==> src/rtl/alu_pkg.sv <==
// Shared ALU definitions: opcode encodings, default opcode width, flag bit
// positions and the internal decoded-operation enum.
`timescale 1ns/1ps
package alu_pkg;

  localparam int OP_BITS_DEF = 6;

  localparam logic [5:0] OP_ADD = 6'b100000;
  localparam logic [5:0] OP_SUB = 6'b100010;
  localparam logic [5:0] OP_AND = 6'b100100;
  localparam logic [5:0] OP_OR  = 6'b100101;
  localparam logic [5:0] OP_XOR = 6'b100110;
  localparam logic [5:0] OP_NOR = 6'b100111;
  localparam logic [5:0] OP_SRL = 6'b000010;
  localparam logic [5:0] OP_SRA = 6'b000011;

  // o_flags = {carry, overflow, negative, zero}
  localparam int FLAG_Z = 0;
  localparam int FLAG_N = 1;
  localparam int FLAG_V = 2;
  localparam int FLAG_C = 3;

  typedef enum logic [3:0] {
    ALU_ADD, ALU_SUB, ALU_AND, ALU_OR, ALU_XOR, ALU_NOR, ALU_SRL, ALU_SRA, ALU_BAD
  } alu_op_e;

endpackage

==> src/rtl/alu_core.sv <==
// Combinational ALU datapath between the two pipeline stages.
// Flag generation is present only when ALU_PIPE_FLAGS_EN is defined.
`timescale 1ns/1ps
module alu_core import alu_pkg::*; #(
  parameter int N_BITS  = 8,
  parameter int OP_BITS = OP_BITS_DEF
) (
  input  logic [N_BITS-1:0]  a_i,
  input  logic [N_BITS-1:0]  b_i,
  input  logic [OP_BITS-1:0] op_i,
  output logic [N_BITS-1:0]  res_o,
  output logic               err_o
`ifdef ALU_PIPE_FLAGS_EN
  ,
  output logic [3:0]         flags_o
`endif
);

  alu_op_e op_kind;

`ifdef ALU_PIPE_FLAGS_EN
  // Extra top bit carries the carry-out / not-borrow.
  logic [N_BITS:0] add_w;
  logic [N_BITS:0] sub_w;
  assign add_w = {1'b0, a_i} + {1'b0, b_i};
  assign sub_w = {1'b0, a_i} + {1'b0, ~b_i} + (N_BITS+1)'(1);
`else
  logic [N_BITS-1:0] add_w;
  logic [N_BITS-1:0] sub_w;
  assign add_w = a_i + b_i;
  assign sub_w = a_i - b_i;
`endif

  always_comb begin
    op_kind = ALU_BAD;
    case (op_i)
      OP_BITS'(OP_ADD): op_kind = ALU_ADD;
      OP_BITS'(OP_SUB): op_kind = ALU_SUB;
      OP_BITS'(OP_AND): op_kind = ALU_AND;
      OP_BITS'(OP_OR):  op_kind = ALU_OR;
      OP_BITS'(OP_XOR): op_kind = ALU_XOR;
      OP_BITS'(OP_NOR): op_kind = ALU_NOR;
      OP_BITS'(OP_SRL): op_kind = ALU_SRL;
      OP_BITS'(OP_SRA): op_kind = ALU_SRA;
      default:          op_kind = ALU_BAD;
    endcase
  end

  // Shift operators already saturate to zero / sign fill for B >= N_BITS.
  always_comb begin
    res_o = '0;
    err_o = 1'b0;
    case (op_kind)
      ALU_ADD: res_o = add_w[N_BITS-1:0];
      ALU_SUB: res_o = sub_w[N_BITS-1:0];
      ALU_AND: res_o = a_i & b_i;
      ALU_OR:  res_o = a_i | b_i;
      ALU_XOR: res_o = a_i ^ b_i;
      ALU_NOR: res_o = ~(a_i | b_i);
      ALU_SRL: res_o = a_i >> b_i;
      ALU_SRA: res_o = $unsigned($signed(a_i) >>> b_i);
      default: err_o = 1'b1;
    endcase
  end

`ifdef ALU_PIPE_FLAGS_EN
  always_comb begin
    flags_o = '0;
    if (op_kind != ALU_BAD) begin
      flags_o[FLAG_Z] = (res_o == '0);
      flags_o[FLAG_N] = res_o[N_BITS-1];
    end
    if (op_kind == ALU_ADD) begin
      flags_o[FLAG_C] = add_w[N_BITS];
      flags_o[FLAG_V] = (a_i[N_BITS-1] == b_i[N_BITS-1]) &&
                        (res_o[N_BITS-1] != a_i[N_BITS-1]);
    end else if (op_kind == ALU_SUB) begin
      flags_o[FLAG_C] = sub_w[N_BITS];
      flags_o[FLAG_V] = (a_i[N_BITS-1] != b_i[N_BITS-1]) &&
                        (res_o[N_BITS-1] != a_i[N_BITS-1]);
    end
  end
`endif

endmodule

==> src/rtl/alu_pipe.sv <==
// Two-stage pipelined ALU with valid/ready on both sides.
// Define ALU_PIPE_FLAGS_EN to add the o_flags port and its S2 register.
`timescale 1ns/1ps
module alu_pipe import alu_pkg::*; #(
  parameter int N_BITS  = 8,
  parameter int OP_BITS = OP_BITS_DEF
) (
  input  logic               i_clk,
  input  logic               i_rst_n,
  input  logic               i_valid,
  output logic               o_ready,
  input  logic [N_BITS-1:0]  i_A,
  input  logic [N_BITS-1:0]  i_B,
  input  logic [OP_BITS-1:0] i_OP,
  output logic               o_valid,
  input  logic               i_ready,
  output logic [N_BITS-1:0]  o_res,
  output logic               o_err
`ifdef ALU_PIPE_FLAGS_EN
  ,
  output logic [3:0]         o_flags
`endif
);

  // Handshake: a transfer happens on a rising edge where valid && ready.
  // The producer holds data stable while valid && !ready; o_ready looks at
  // whether S2 drains this cycle, so a full pipe still streams without a bubble.

  logic               s1_valid_q, s1_valid_d;
  logic [N_BITS-1:0]  a_q, a_d;
  logic [N_BITS-1:0]  b_q, b_d;
  logic [OP_BITS-1:0] op_q, op_d;
  logic               s2_valid_q, s2_valid_d;
  logic [N_BITS-1:0]  res_q, res_d;
  logic               err_q, err_d;
  logic [N_BITS-1:0]  core_res;
  logic               core_err;
  logic               s1_load, s2_load, accept;
`ifdef ALU_PIPE_FLAGS_EN
  logic [3:0]         flags_q, flags_d;
  logic [3:0]         core_flags;
`endif

  alu_core #(
    .N_BITS  (N_BITS),
    .OP_BITS (OP_BITS)
  ) u_core (
    .a_i     (a_q),
    .b_i     (b_q),
    .op_i    (op_q),
    .res_o   (core_res),
    .err_o   (core_err)
`ifdef ALU_PIPE_FLAGS_EN
    ,
    .flags_o (core_flags)
`endif
  );

  always_comb begin
    s2_load    = !s2_valid_q || i_ready;
    s1_load    = !s1_valid_q || s2_load;
    accept     = i_valid && s1_load;
    s1_valid_d = s1_load ? accept : s1_valid_q;
    a_d        = accept ? i_A  : a_q;
    b_d        = accept ? i_B  : b_q;
    op_d       = accept ? i_OP : op_q;
    s2_valid_d = s2_load ? s1_valid_q : s2_valid_q;
    res_d      = (s2_load && s1_valid_q) ? core_res : res_q;
    err_d      = (s2_load && s1_valid_q) ? core_err : err_q;
`ifdef ALU_PIPE_FLAGS_EN
    flags_d    = (s2_load && s1_valid_q) ? core_flags : flags_q;
`endif
  end

  always_ff @(posedge i_clk or negedge i_rst_n) begin
    if (!i_rst_n) begin
      s1_valid_q <= 1'b0;
      a_q        <= '0;
      b_q        <= '0;
      op_q       <= '0;
      s2_valid_q <= 1'b0;
      res_q      <= '0;
      err_q      <= 1'b0;
`ifdef ALU_PIPE_FLAGS_EN
      flags_q    <= '0;
`endif
    end else begin
      s1_valid_q <= s1_valid_d;
      a_q        <= a_d;
      b_q        <= b_d;
      op_q       <= op_d;
      s2_valid_q <= s2_valid_d;
      res_q      <= res_d;
      err_q      <= err_d;
`ifdef ALU_PIPE_FLAGS_EN
      flags_q    <= flags_d;
`endif
    end
  end

  assign o_ready = s1_load;
  assign o_valid = s2_valid_q;
  assign o_res   = res_q;
  assign o_err   = err_q;
`ifdef ALU_PIPE_FLAGS_EN
  assign o_flags = flags_q;
`endif

endmodule

==> config.mk <==
export PLATFORM = sky130hd
export DESIGN_NAME = alu_pipe
export DESIGN_NICKNAME = d
export VERILOG_FILES = /design/src/rtl/alu_pkg.sv /design/src/rtl/alu_core.sv /design/src/rtl/alu_pipe.sv
export SDC_FILE = /design/constraint.sdc
export NUM_CORES = 1
export LEC_CHECK = 0
export BUFFER_PORTS_ARGS = -buffer_cell sky130_fd_sc_hd__buf_4
export CAP_MARGIN = 30
export CORE_AREA = 5 5 75 77
export DETAILED_ROUTE_END_ITERATION = 7
export DIE_AREA = 0 0 80 82
export PLACE_DENSITY = 0.81
export SYNTH_ARGS = -nofsm -noshare
export SYNTH_HDL_FRONTEND = slang
export SYNTH_SLANG_ARGS = --single-unit
==> constraint.sdc <==
create_clock -name i_clk -period 6.05 [get_ports i_clk]
set_clock_uncertainty 0.2 [all_clocks]
set_input_delay 1.5125 -clock i_clk [delete_from_list [all_inputs] [get_ports i_clk]]
set_output_delay 1.5125 -clock i_clk [all_outputs]
set_load 0.05 [all_outputs]
==> summary.md <==
| Metric | Value |
|---|---|
| Final setup vio count | `0` |
| Post-Syn Area | `2833 um^2` |
| Number of global-route vias before repair | `2421` |
| Area of the multi-input gates | `1862 um^2` |
| Number of synthesized flops with an enable pin | `0` |
| Worst slew margin | `0.3068` |
| Largest net degree at the start of global routing | `34` |
| Antenna diodes | `0` |
| Inserted Clock Buffers | `5` |
| Fillers | `around 450` |
| Clk_lat worst skew | `0.29 ns` |
| Die boundary height | `82 um` |
| Clk root buf | `clkbuf_8` |
| Drt first pass iters | `4` |
| Tcrit/Tclk final | `0.6162` |
| Commonest cells after routing, fill and taps aside | `buf_4, dfrtp_1, nand2_1, ha_1, mux2_2` |
| Highest Clock Rate | `approximately 270 MHz` |
| Antenna violations before repair | `0` |
| Most used DFF post-synth | `dfrtp_1` |
| Post-CTS Resized | `0` |
| Die W | `80 um` |
| Clk sinks | `33` |
| Nature of the critical path endpoint | `output port` |
| Initial Utilization | `0.5729` |
| Grt ovf | `0` |
| CP Launch Type | `primary input` |
| H-tree depth | `2` |
| CTS tree | `done` |
| Register area | `825.8 um^2` |
| Pwr/cell area | `around 280 nW/um^2` |
| Hold Path Class | `flop to flop` |
| R2r setup slk | `2.34 ns` |
| Flops & latches, synth | `33` |
| Iteration-0 DRC count of the detailed router | `312` |
| Area leader, netlist | `dfrtp_1` |
| WL/cell | `17.40 um` |
| Worst EP arrival | `2.02 ns` |
| Crit-path max FO | `3` |
| Lkg Pwr | `between 1 and 1.5 nW` |
| FP Rows | `26` |
| Clk slew on worst S/H paths | `0.07 ns` |
| Sequential area share after synthesis | `0.2915` |
| Syn_area_per_cell | `around 9.0 um^2` |
| Final Hold Viols | `0` |
| I/O pin count | `37` |
| Post-Syn Instances | `roughly 320` |
| Die area | `6560 um^2` |
| MaxCap Viol Count | `0` |
| Final net count | `394` |
| Final core utilization | `0.6549` |
| # DRC | `0` |
| RR Startpoint | `op_q[1]` |
| Port buffer count | `36` |
| Layout cells sized above 1 | `0.2151` |
| Period minus WS final | `3.728 ns` |
| CTS Hold Bufs | `0` |
| Core ar. | `4945 um^2` |
| Routability Congestion | `0.9532` |
| Max VDD drop | `0.1990 mV` |
| First-pass GRT wire length | `roughly 12000 um` |
| Synth unique cells | `61` |
| WL final | `approximately 7200 um` |
| DP Wirelength | `5527 um` |
| Synth Warn # | `0` |
| HP Start | `o_res[2]` |
| Worst Tran Pin Value | `~1.0 ns` |
| Data required, critical path | `4.34 ns` |
| Synth top area cells | `dfrtp_1, ha_1, mux2_2` |
| Synthesis-to-layout area growth | `14.31%` |
| Avg Vias per Cell | `6.070` |
| Most common cell after layout, fill and taps aside | `buf_4` |
| Post-CTS Setup Repair Bufs | `0` |
| Overall Global Routing Usage | `0.2348` |
| Max clock buf depth | `2` |
| Setup TNS | `0 ns` |
| Antenna-violating nets left | `0` |
| Status | `complete, no violations` |
| Syn_nets | `367` |
| Ys async rst share | `1.000` |
| Post-synth top area share | `0.2915` |
| Routed vias | `2513` |
| RSZ-0062 raised after global routing | `false` |
| Worst Setup SP | `i_ready` |
| Final Max Slew Viols | `0` |
| WS Path Type | `primary input to output port` |
## cell usage after synthesis (all sizes together), types with 4 or more instances
master and number:
nor3 5, xor2 4, nand2b 4, mux2 23, clkbuf 8, a211oi 4
nand2 27, ha 24, o22ai 7, inv 19, mux2i 9, nor2 21
dfrtp 33, nor2b 5, nand3 8, buf 9, xnor2 14, o211ai 6
o21ai 22, a21oi 18
## report_power, final
group / leakage [nW] / switching [mW] / total, mW / internal, mW
logic: 0.965 / 0.199 / 0.361 / 0.163
registers: 0.397 / 0.0744 / 0.322 / 0.248
clock network: 0.0585 / 0.0829 / 0.217 / 0.134
## flip-flops by register name, indices dropped and copies added (netlist names)
name / cells
a_q: 8
b_q: 8
o_err: 1
o_res: 8
o_valid: 1
op_q: 6
s1_valid_q: 1
## worst paths after layout
check	to	cells past startpoint
max	o_ready	3
min	o_res[2]	2
min in group asynchronous	op_q[4]	1
max reg2reg	o_res[6]	10
min reg2reg	o_res[2]	2
max in group asynchronous	b_q[2]	1
## layout make-up
cell class / count / share of cell area
Clock buffer: 7 / 0.02666
Timing Repair Buffer: 37 / 0.08501
Multi-Input combinational cell: 247 / 0.5750
Sequential cell: 33 / 0.2550
Clock inverter: 1 / 0.009274
Inverter: 19 / 0.02202
Tap cell: 70 / 0.02705
## kinds of logic (layout without fill, tap and decap cells)
family                   after synthesis  count (layout)  share of synthesized area
AO/OA/AOI/OAI                         88              88                     0.2080
XOR/XNOR                              18              18                    0.05565
adder cells (fa/ha/maj)               25              25                     0.1131
buffers and inverters                 36              64                    0.05124
flip-flops                            33              33                     0.2915
multiplexers                          33              33                     0.1325
AND/OR/NAND/NOR                       83              83                     0.1480
## metrics by stage
step / cell area (um^2) / power [mW] / worst slack, ns / cells / hold WS [ns]
floorplan: 2833 / 0.5797 / 2.336 / 316 / 0.3012
global placement: 3117 / 0.6698 / 2.321 / 405 / 0.2732
detailed placement: 3117 / 0.6819 / 2.314 / 405 / 0.2833
CTS: 3233 / 0.9021 / 2.321 / 413 / 0.3006
global route: 3238 / 0.9598 / 2.061 / 414 / 0.3223
finish: 3238 / 0.9005 / 2.322 / 414 / 0.2905
## metal layers
| layer | vias up | global-route usage | part of all wire |
|---|---|---|---|
| met3 | 13 | 0.03509 | 0.074 |
| li1 | 1205 | - | - |
| met2 | 120 | 0.4065 | 0.48 |
| met5 | - | 0 | 0 |
| met1 | 1175 | 0.3069 | 0.43 |
| met4 | 0 | 0.06081 | 0.017 |
## critical path: stages
cell	delay, ns
buf_4	0.11
nand3b_1	0.18
buf_4	0.21
No activity file was read; power rests on OpenSTA's default activity.
